[config.mk]
export PLATFORM = sky130hd
export DESIGN_NAME = ejtag_dmatch_gen2
export DESIGN_NICKNAME = d
export VERILOG_FILES = /design/src/rtl/ejtag_dmatch_gen2.sv
export SDC_FILE = /design/constraint.sdc
export NUM_CORES = 1
export LEC_CHECK = 0
export BUFFER_PORTS_ARGS = -buffer_cell sky130_fd_sc_hd__buf_2
export CAP_MARGIN = 40
export CORE_ASPECT_RATIO = 0.9
export CORE_MARGIN = 2
export CORE_UTILIZATION = 25
export CTS_CLUSTER_DIAMETER = 150
export DETAILED_ROUTE_END_ITERATION = 10
export PLACE_DENSITY_LB_ADDON = 0.15
export SYNTH_ARGS = -nofsm -noshare
export SYNTH_HDL_FRONTEND = slang
export SYNTH_SLANG_ARGS = --single-unit
[constraint.sdc]
create_clock -name CORE_CLOCK -period 13.1 [get_ports CORE_CLOCK]
set_input_delay 2.62 -clock CORE_CLOCK [delete_from_list [all_inputs] [get_ports CORE_CLOCK]]
set_output_delay 2.62 -clock CORE_CLOCK [all_outputs]
set_load 0.05 [all_outputs]
[src/rtl/ejtag_dmatch_gen2.sv]
// rtl/ejtag_dmatch_gen2.sv - EJTAG data-breakpoint channels with pass counters and hit trace FIFO
module ejtag_dmatch_gen2 #(
    parameter int NDBRK  = 4,
    parameter int PCW    = 8,
    parameter int TDEPTH = 8
) (
    input  logic             CORE_CLOCK,
    input  logic             RESET_D1_R,
    input  logic [31:0]      EJDI_DATA,
    input  logic [5:0]       EJDI_ADDR,
    input  logic             EJDI_RW,
    input  logic             EJ_STROBE,
    input  logic             EJDI_SELDBRS,
    input  logic             EJDI_SELDBS,
    input  logic             EJDI_SELDBT,
    input  logic             LW_DSAMPLE_W,
    input  logic             LW_DSTORE_W,
    input  logic [3:0]       LW_DBE_W_R,
    input  logic [29:0]      LW_DADDR_W_R,
    input  logic [31:0]      LW_DATA_W_R,
    input  logic             CP0_DBREAKCLR,
    output logic [31:0]      EJDM_DATA,
    output logic             EJDM_BREAKHIT,
    output logic             EJDM_TRACEHIT,
    output logic [NDBRK-1:0] EJDM_HIT,
    output logic             EJDM_TNEMPTY
);
    localparam int AW = $clog2(TDEPTH);
    localparam logic [AW:0] FULL_COUNT = TDEPTH[AW:0];

    logic [29:0]      ch_addr  [NDBRK];
    logic [29:0]      ch_amask [NDBRK];
    logic [31:0]      ch_data  [NDBRK];
    logic [3:0]       ch_ign   [NDBRK];
    logic [PCW-1:0]   ch_cnt   [NDBRK];
    logic [NDBRK-1:0] ch_be, ch_te, ch_lden, ch_sten;

    logic [3:0]       lane_en  [NDBRK];
    logic [NDBRK-1:0] data_ok, raw_match, qual;
    logic [NDBRK-1:0] hit_q, status;
    logic             break_q, trace_q, trace_ovf;

    logic [29:0]      fifo_addr [TDEPTH];
    logic [TDEPTH-1:0] fifo_store;
    logic [AW-1:0]    wr_ptr, rd_ptr;
    logic [AW:0]      fifo_count;
    logic             fifo_empty, fifo_full, push, pop, push_ok;

    logic [3:0] ch_sel;
    logic [1:0] reg_sel;
    logic       wr_bank, wr_status;

    assign ch_sel    = EJDI_ADDR[5:2];
    assign reg_sel   = EJDI_ADDR[1:0];
    assign wr_bank   = EJ_STROBE & ~EJDI_RW & EJDI_SELDBRS;
    assign wr_status = EJ_STROBE & ~EJDI_RW & EJDI_SELDBS;

    // Per-channel raw match and pass-counter qualification of the W-stage access
    always_comb begin
        raw_match = '0;
        qual      = '0;
        data_ok   = '1;
        for (int i = 0; i < NDBRK; i++) begin
            lane_en[i] = LW_DBE_W_R & ~ch_ign[i];
            for (int b = 0; b < 4; b++) begin
                if (lane_en[i][b] && (LW_DATA_W_R[8*b +: 8] != ch_data[i][8*b +: 8])) begin
                    data_ok[i] = 1'b0;
                end
            end
            raw_match[i] = LW_DSAMPLE_W
                && (((LW_DADDR_W_R ^ ch_addr[i]) & ~ch_amask[i]) == 30'd0)
                && (LW_DSTORE_W ? ch_sten[i] : ch_lden[i])
                && data_ok[i]
                && ((lane_en[i] != 4'd0) || (ch_ign[i] == 4'hF));
            qual[i] = raw_match[i] && (ch_cnt[i] == '0);
        end
    end

    // Channel configuration writes; a CTRL write reloads the pass counter over any decrement
    always_ff @(posedge CORE_CLOCK) begin
        if (RESET_D1_R) begin
            for (int i = 0; i < NDBRK; i++) begin
                ch_addr[i]  <= '0;
                ch_amask[i] <= '0;
                ch_data[i]  <= '0;
                ch_ign[i]   <= '0;
                ch_cnt[i]   <= '0;
            end
            ch_be   <= '0;
            ch_te   <= '0;
            ch_lden <= '0;
            ch_sten <= '0;
        end else begin
            for (int i = 0; i < NDBRK; i++) begin
                if (wr_bank && (ch_sel == 4'(i))) begin
                    case (reg_sel)
                        2'b00: ch_addr[i] <= EJDI_DATA[31:2];
                        2'b01: begin
                            ch_be[i]   <= EJDI_DATA[0];
                            ch_te[i]   <= EJDI_DATA[2];
                            ch_ign[i]  <= EJDI_DATA[7:4];
                            ch_lden[i] <= EJDI_DATA[8];
                            ch_sten[i] <= EJDI_DATA[9];
                        end
                        2'b10:   ch_amask[i] <= EJDI_DATA[31:2];
                        default: ch_data[i]  <= EJDI_DATA;
                    endcase
                end
                if (wr_bank && (ch_sel == 4'(i)) && (reg_sel == 2'b01)) begin
                    ch_cnt[i] <= EJDI_DATA[16 +: PCW];
                end else if (raw_match[i] && (ch_cnt[i] != '0)) begin
                    ch_cnt[i] <= ch_cnt[i] - 1'b1;
                end
            end
        end
    end

    // Registered hit outputs, dropped by a debug-break clear
    always_ff @(posedge CORE_CLOCK) begin
        if (RESET_D1_R || CP0_DBREAKCLR) begin
            hit_q   <= '0;
            break_q <= 1'b0;
            trace_q <= 1'b0;
        end else begin
            hit_q   <= qual;
            break_q <= |(qual & ch_be);
            trace_q <= |(qual & ch_te);
        end
    end

    // Sticky status: software write wins, a colliding hit lands next cycle via hit_q
    always_ff @(posedge CORE_CLOCK) begin
        if (RESET_D1_R || CP0_DBREAKCLR) begin
            status <= '0;
        end else if (wr_status) begin
            status <= EJDI_DATA[NDBRK-1:0];
        end else begin
            status <= status | qual | hit_q;
        end
    end

    assign fifo_empty = (fifo_count == '0);
    assign fifo_full  = (fifo_count == FULL_COUNT);
    assign push       = |(qual & ch_te);
    assign pop        = EJ_STROBE & EJDI_RW & EJDI_SELDBT & ~EJDI_SELDBRS & ~EJDI_SELDBS & ~fifo_empty;
    assign push_ok    = push & (~fifo_full | pop);

    // Trace overflow flag: set on a dropped push, cleared by status write bit 23
    always_ff @(posedge CORE_CLOCK) begin
        if (RESET_D1_R) begin
            trace_ovf <= 1'b0;
        end else if (push && !push_ok) begin
            trace_ovf <= 1'b1;
        end else if (wr_status && EJDI_DATA[23]) begin
            trace_ovf <= 1'b0;
        end
    end

    // Trace FIFO pointers and occupancy; pop is taken before push when full
    always_ff @(posedge CORE_CLOCK) begin
        if (RESET_D1_R) begin
            wr_ptr     <= '0;
            rd_ptr     <= '0;
            fifo_count <= '0;
        end else begin
            if (push_ok) wr_ptr <= wr_ptr + 1'b1;
            if (pop)     rd_ptr <= rd_ptr + 1'b1;
            case ({push_ok, pop})
                2'b10:   fifo_count <= fifo_count + 1'b1;
                2'b01:   fifo_count <= fifo_count - 1'b1;
                default: fifo_count <= fifo_count;
            endcase
        end
    end

    // Trace FIFO storage
    always_ff @(posedge CORE_CLOCK) begin
        if (push_ok) begin
            fifo_addr[wr_ptr]  <= LW_DADDR_W_R;
            fifo_store[wr_ptr] <= LW_DSTORE_W;
        end
    end

    // Register read mux
    always_comb begin
        EJDM_DATA = 32'd0;
        if (EJDI_SELDBRS) begin
            for (int i = 0; i < NDBRK; i++) begin
                if (ch_sel == 4'(i)) begin
                    case (reg_sel)
                        2'b00:   EJDM_DATA = {ch_addr[i], 2'b00};
                        2'b01:   EJDM_DATA[16 +: PCW] = ch_cnt[i];
                        2'b10:   EJDM_DATA = {ch_amask[i], 2'b00};
                        default: EJDM_DATA = ch_data[i];
                    endcase
                end
            end
        end else if (EJDI_SELDBS) begin
            EJDM_DATA[27:24]      = 4'(NDBRK);
            EJDM_DATA[23]         = trace_ovf;
            EJDM_DATA[NDBRK-1:0]  = status;
        end else if (EJDI_SELDBT && !fifo_empty) begin
            EJDM_DATA = {fifo_addr[rd_ptr], fifo_store[rd_ptr], 1'b1};
        end
    end

    assign EJDM_HIT      = hit_q;
    assign EJDM_BREAKHIT = break_q;
    assign EJDM_TRACEHIT = trace_q;
    assign EJDM_TNEMPTY  = ~fifo_empty;
endmodule
Word-level counts from Yosys, hierarchy flattened
Memories as Yosys holds them, arrays and structs flattened. A register that Yosys moved wholly into a read port is not among the register bits.
Cells that the tools add are included.
W data, S select, Z words.
{"block": "classes", "multipliers": 0, "n_lt_le_gt_ge": 3, "div": 0, "bitwise": 63, "shifts": 0, "addsub": 8, "muxes": 161, "eq_ne": 28, "reduce_logical": 87}
{"op": "$mux W32", "count": 10}
{"op": "$mux W30", "count": 8}
{"op": "$pmux W16 S3", "count": 4}
{"op": "$pmux W8 S3", "count": 8}
{"op": "$ne A8 B8 Y1", "count": 16}
{"op": "$and A30 B30 Y30", "count": 4}
{"op": "$logic_not A30 Y1", "count": 4}
{"op": "$not A30 Y30", "count": 4}
{"op": "$xor A30 B30 Y30", "count": 4}
{"op": "$mux W1", "count": 108}
{"op": "$mux W8", "count": 8}
{"op": "$logic_and A1 B1 Y1", "count": 52}
{"op": "$logic_not A8 Y1", "count": 4}
{"op": "$reduce_bool A8 Y1", "count": 4}
{"op": "$sub A8 B1 Y8 const B", "count": 4}
{"op": "$mux W4", "count": 7}
{"op": "$or A1 B1 Y1", "count": 25}
{"op": "$and A4 B4 Y4", "count": 6}
{"op": "$eq A4 B4 Y1 const B", "count": 5}
{"op": "$mux W19", "count": 1}
{"op": "$not A4 Y4", "count": 4}
{"op": "$reduce_bool A4 Y1", "count": 4}
{"op": "$and A1 B1 Y1", "count": 9}
{"op": "$bwmux W8", "count": 1}
{"op": "other kinds (24)", "count": 46}
{"block": "totals", "ramBits": 656, "latch_bits": 0, "mem_count": 6, "reg_bits": 45, "mem_bits_ro": 0}
{"name": "fifo_addr", "depth": 8, "word_bits": 30, "read_ports": 1, "rd_ports_with_merged_regs": 1, "wr": 1, "line": "43", "rtl": "logic [29:0] fifo_addr [TDEPTH];"}
{"name": "ch_data", "depth": 4, "word_bits": 32, "read_ports": 4, "rd_ports_with_merged_regs": 0, "wr": 4, "line": "33", "rtl": "logic [31:0] ch_data [NDBRK];"}
{"name": "ch_addr", "depth": 4, "word_bits": 30, "read_ports": 4, "rd_ports_with_merged_regs": 0, "wr": 4, "line": "31", "rtl": "logic [29:0] ch_addr [NDBRK];"}
{"name": "ch_amask", "depth": 4, "word_bits": 30, "read_ports": 4, "rd_ports_with_merged_regs": 0, "wr": 4, "line": "32", "rtl": "logic [29:0] ch_amask [NDBRK];"}
{"name": "ch_cnt", "depth": 4, "word_bits": 8, "read_ports": 4, "rd_ports_with_merged_regs": 0, "wr": 4, "line": "35", "rtl": "logic [PCW-1:0] ch_cnt [NDBRK];"}
{"name": "ch_ign", "depth": 4, "word_bits": 4, "read_ports": 4, "rd_ports_with_merged_regs": 0, "wr": 4, "line": "34", "rtl": "logic [3:0] ch_ign [NDBRK];"}

Depth between registers and ports, before layout
{"block": "depth", "ltp_word": 16, "mapped_depth": 17, "mapped_depth_nobuf": 16}

Least setup slack after synthesis
No wires, ideal clock.
{"block": "synth_timing", "kind": "input-to-output", "start": "input port EJDI_ADDR[0]", "end": "output port EJDM_DATA[4]", "arrival_ns": 5.048, "stages": 9, "setup_slack_ns": 5.432, "required_time_ns": 10.480, "n_path_buf": 5, "path_cell_list": "buf_2 -> buf_2 -> buf_2 -> buf_1 -> buf_1 -> o21ai_0 -> a31oi_1 -> a22oi_1 -> o22ai_1"}
{"block": "synth_via", "elab_chain_len": 10}
{"item": "start, declared", "line": "10", "rtl": "input logic [5:0] EJDI_ADDR,"}
{"item": "$eq A2 B2 Y1, or another cell as far along", "line": "190", "rtl": "case (reg_sel)"}
{"item": "$pmux W16 S3", "line": "190"}
{"item": "$mux W32", "line": "189", "rtl": "if (ch_sel == 4'(i)) begin"}
{"item": "$pmux W16 S3", "line": "190"}
{"item": "$mux W32", "line": "189"}
{"item": "$pmux W16 S3", "line": "190"}
{"item": "$mux W32", "line": "189"}
{"item": "$pmux W16 S3", "line": "190"}
{"item": "$mux W32 (*)", "line": "189"}
{"item": "$mux W32 (*)", "line": "187", "rtl": "if (EJDI_SELDBRS) begin"}
{"item": "end, declared", "line": "22", "rtl": "output logic [31:0] EJDM_DATA,"}
Every way passes the cells marked *; elsewhere a longest branch is shown, timed or not.

Worst setup path after layout
{"block": "layout_timing", "start": "input port EJDI_ADDR[0]", "end": "output port EJDM_DATA[6]"}
Same word-level chain as after synthesis.

==> metrics.md <==
| Metric | Value |
|---|---|
| Final wirelength | `approximately 150000 microns` |
| FF-to-FF Start | `ch_addr[0][22]` |
| Top cell type's share of synthesized area | `0.566` |
| Root Buffer | `clkbuf_16` |
| Synth Net Count | `around 2800` |
| Final hold viol count | `0` |
| Hold Crit Class | `flop to flop` |
| Final WS setup | `~4400 ps` |
| Die Y | `about 360 microns` |
| Crit path required time | `about 10000 ps` |
| Total grt overflow | `0` |
| Yosys cell types | `slightly below 70` |
| Clk sink count | `just over 700` |
| Post CTS Setup Buffer Count | `0` |
| CTS tree | `yes` |
| Post-CTS Resized | `0` |
| Routed via count | `about 24000` |
| Core Box Area | `0.140 sq mm` |
| Largest family of logic cells by synthesized area | `simple AND/OR/NAND/NOR gates` |
| Rows | `between 100 and 150` |
| Setup slack at placement | `approximately 4500 ps` |
| Post-synth EDFFs | `664` |
| #FFs+latches synth | `approximately 700` |
| Share of cells above drive strength 1 | `0.205` |
| LEAKAGE | `13.1 nW` |
| IO buf count | `152` |
| Crit Path Max Fanout | `52` |
| Largest net degree at the start of global routing | `a little under 60` |
| Post-synthesis cell count | `about 2700` |
| Synth Area in Adders | `0.00341` |
| Worst Hold Launch | `ch_sten[3]` |
| Worst VDD drop | `approximately 0.087 mV` |
| Worst Tran Pin Value | `around 1000 ps` |
| Io pins | `153` |
| Hold Buf Count CTS | `0` |
| CTS H-tree lvls | `3` |
| GR Util All Layers | `0.207` |
| Critical path launch point type | `primary input` |
| Hold Path Cell Cnt | `1` |
| Overall Power | `approximately 5.4 mW` |
| Clock slew at reported path FFs | `approximately 60 ps` |
| Min Tclk post-route | `around 8700 ps` |
| Vias per cell | `5.13` |
| Synth Area in Simple Gates | `0.128` |
| Max cap viols | `0` |
| Worst Setup End Kind | `primary output` |
| Mapped cell area | `0.0352 sq mm` |
| Fin Clk Skew | `44.3 ps` |
| Max Slew Vio Count | `0` |
| Dominant cell by count in the synthesized netlist | `edfxtp_1` |
| Crit. Startpoint | `EJDI_ADDR[0]` |
| Relative slew margins | `0.329` |
| Reg2Reg Depth | `10` |
| Yosys warns | `0` |
| Remaining DRCs | `0` |
| Nets | `2913` |
| Detailed Place HPWL | `113000 microns` |
| Synth Area in XOR/XNOR | `0.0688` |
| Number of global-route vias before repair | `approximately 24000` |
| Asr flop ratio synth | `0` |
| Outcome | `finished clean` |
| Compound-Gate Fraction of Synth Area | `0.0819` |
| Synth area leader | `edfxtp_1` |
| RSZ-0062 raised after global routing | `no` |
| First-pass GRT wire length | `approximately 210000 microns` |
| Seq/Total Area, Yosys | `0.589` |
| CTS buffer count | `82` |
| Maximum buffer depth of the clock tree | `3` |
| Initial core utilization | `0.252` |
| Peak Freq | `between 100 and 150 MHz` |
| Clk_lat worst skew | `between 600 and 700 ps` |
| Synth cell count leaders | `edfxtp_1, and2_1, xnor2_1, clkbuf_1` |
| Chip width | `around 400 microns` |
| Final ANT Viol Nets | `0` |
| DRT iter0 DRCs | `between 2000 and 3000` |
| Antenna violations before repair | `19` |
| GP Congestion | `0.914` |
| Final setup violation count | `0` |
| Area contributors post-synth | `edfxtp_1, and2_1, xnor2_1` |
| Most common flop cell mapped by yosys | `edfxtp_1` |
| Setup TNS | `0 ps` |
| Synth-to-layout area growth | `16.7%` |
| Mux share of post-synthesis cell area | `0.101` |
| Drt pass-1 iters | `7` |
| P per Cell Area | `132 mW/mm^2` |
| Mean Syn Cell Area | `between 10 and 15 sq um` |
| Die ar. | `0.144 sq mm` |
| WS Path Type | `primary input to primary output` |
| Routed len/inst | `~32 microns` |
| CP Data Arrival Time | `6050 ps` |
| Share of the clock period used by the worst path | `0.662` |
[cells by family after synthesis]
logic type	Yosys count
simple gates	793
flops	704
compound gates	454
xor+xnor	275
buf+inv	245
mux	218
fa+ha+maj	9
[per-layer routing]
| layer | share of wire | global-route usage |
|---|---|---|
| met1 | 0.44 | 0.293 |
| met2 | 0.45 | 0.319 |
| met3 | 0.076 | 0.0418 |
| met4 | 0.032 | 0.0606 |
| met5 | 0.00022 | 0 |
[final cells by class]
type	count	area (sq um)
clock inverters	40	454
diodes	7	17.5
fillers	14100	98600
clock buffers	111	2210
repair buffers	235	1510
multi-input cells	1749	13800
inverters	18	67.6
well taps	1848	2310
flip-flops and latches	704	20700
[sequential cells by signal, indices dropped and copies added (netlist names), 3 cells and up, named ones only]
register,flops
ch_ign,16
ch_addr,120
ch_sten,4
rd_ptr,3
fifo_store,8
fifo_count,4
ch_data,128
ch_lden,4
fifo_addr,240
ch_cnt,32
ch_amask,120
EJDM_HIT,4
ch_be,4
ch_te,4
wr_ptr,3
status,4
[critical path, stage by stage]
cell and delay, ps:
buf_6 340, buf_4 680, or2_2 720, o21ai_0 170, a211oi_1 530, o221ai_1 310, o21ai_0 220, buf_2 340
[power by group]
part           switching (mW)  internal (mW)  total, mW
registers              0.0846           2.53       2.61
clock network            1.00           1.30       2.30
logic                   0.352          0.167      0.519
total                    1.44           4.00       5.43
[placed cells by master, fill, tap and decap left out, types with 11 or more instances in the layout]
master     Yosys  final
nor3_2         0     12
clkbuf_16      0     82
clkinv_2       0     13
nand2_1      130    130
inv_1         18     18
dfxtp_1       40     37
nor3_1        41     29
nor2_1        64     59
a211oi_1      17     17
buf_2         26    160
clkinv_1       0     11
nor2b_1       22     22
nor4_1        34     33
a22o_1        19     19
buf_4          0     61
mux4_2       102    102
o21ai_0      130    118
mux2i_1       44     44
a21oi_1       41     41
and2_1       385    385
o21ai_4        0     12
nand3_1       25     25
o22ai_1      129    129
clkbuf_1     181     24
nand4_1       40     40
edfxtp_1     664    664
xnor2_1      263    263
o211ai_1      13     13
mux2_2        68     68
a221oi_1      12     12
a22oi_1       51     51
[stage by stage]
| step | utilization | cells | hold slack (ps) | area (sq um) |
|---|---|---|---|---|
| 6_report | 0.294 | 4712 | 468 | 41100 |
| 5_1_grt | 0.294 | 4707 | 486 | 41100 |
| 4_1_cts | 0.294 | 4704 | 469 | 41100 |
| 3_5_place_dp | 0.275 | 4553 | 454 | 38400 |
| 3_3_place_gp | 0.273 | 4526 | 450 | 38100 |
| 2_1_floorplan | - | 2698 | 434 | 35200 |
[worst paths after layout]
kind	slack (ps)	to
max	4430	EJDM_DATA[6]
min	470	ch_sten[3]
max reg2reg	8410	fifo_addr[4][25]
min reg2reg	470	ch_sten[3]
No activity file was read; power rests on OpenSTA's default activity.
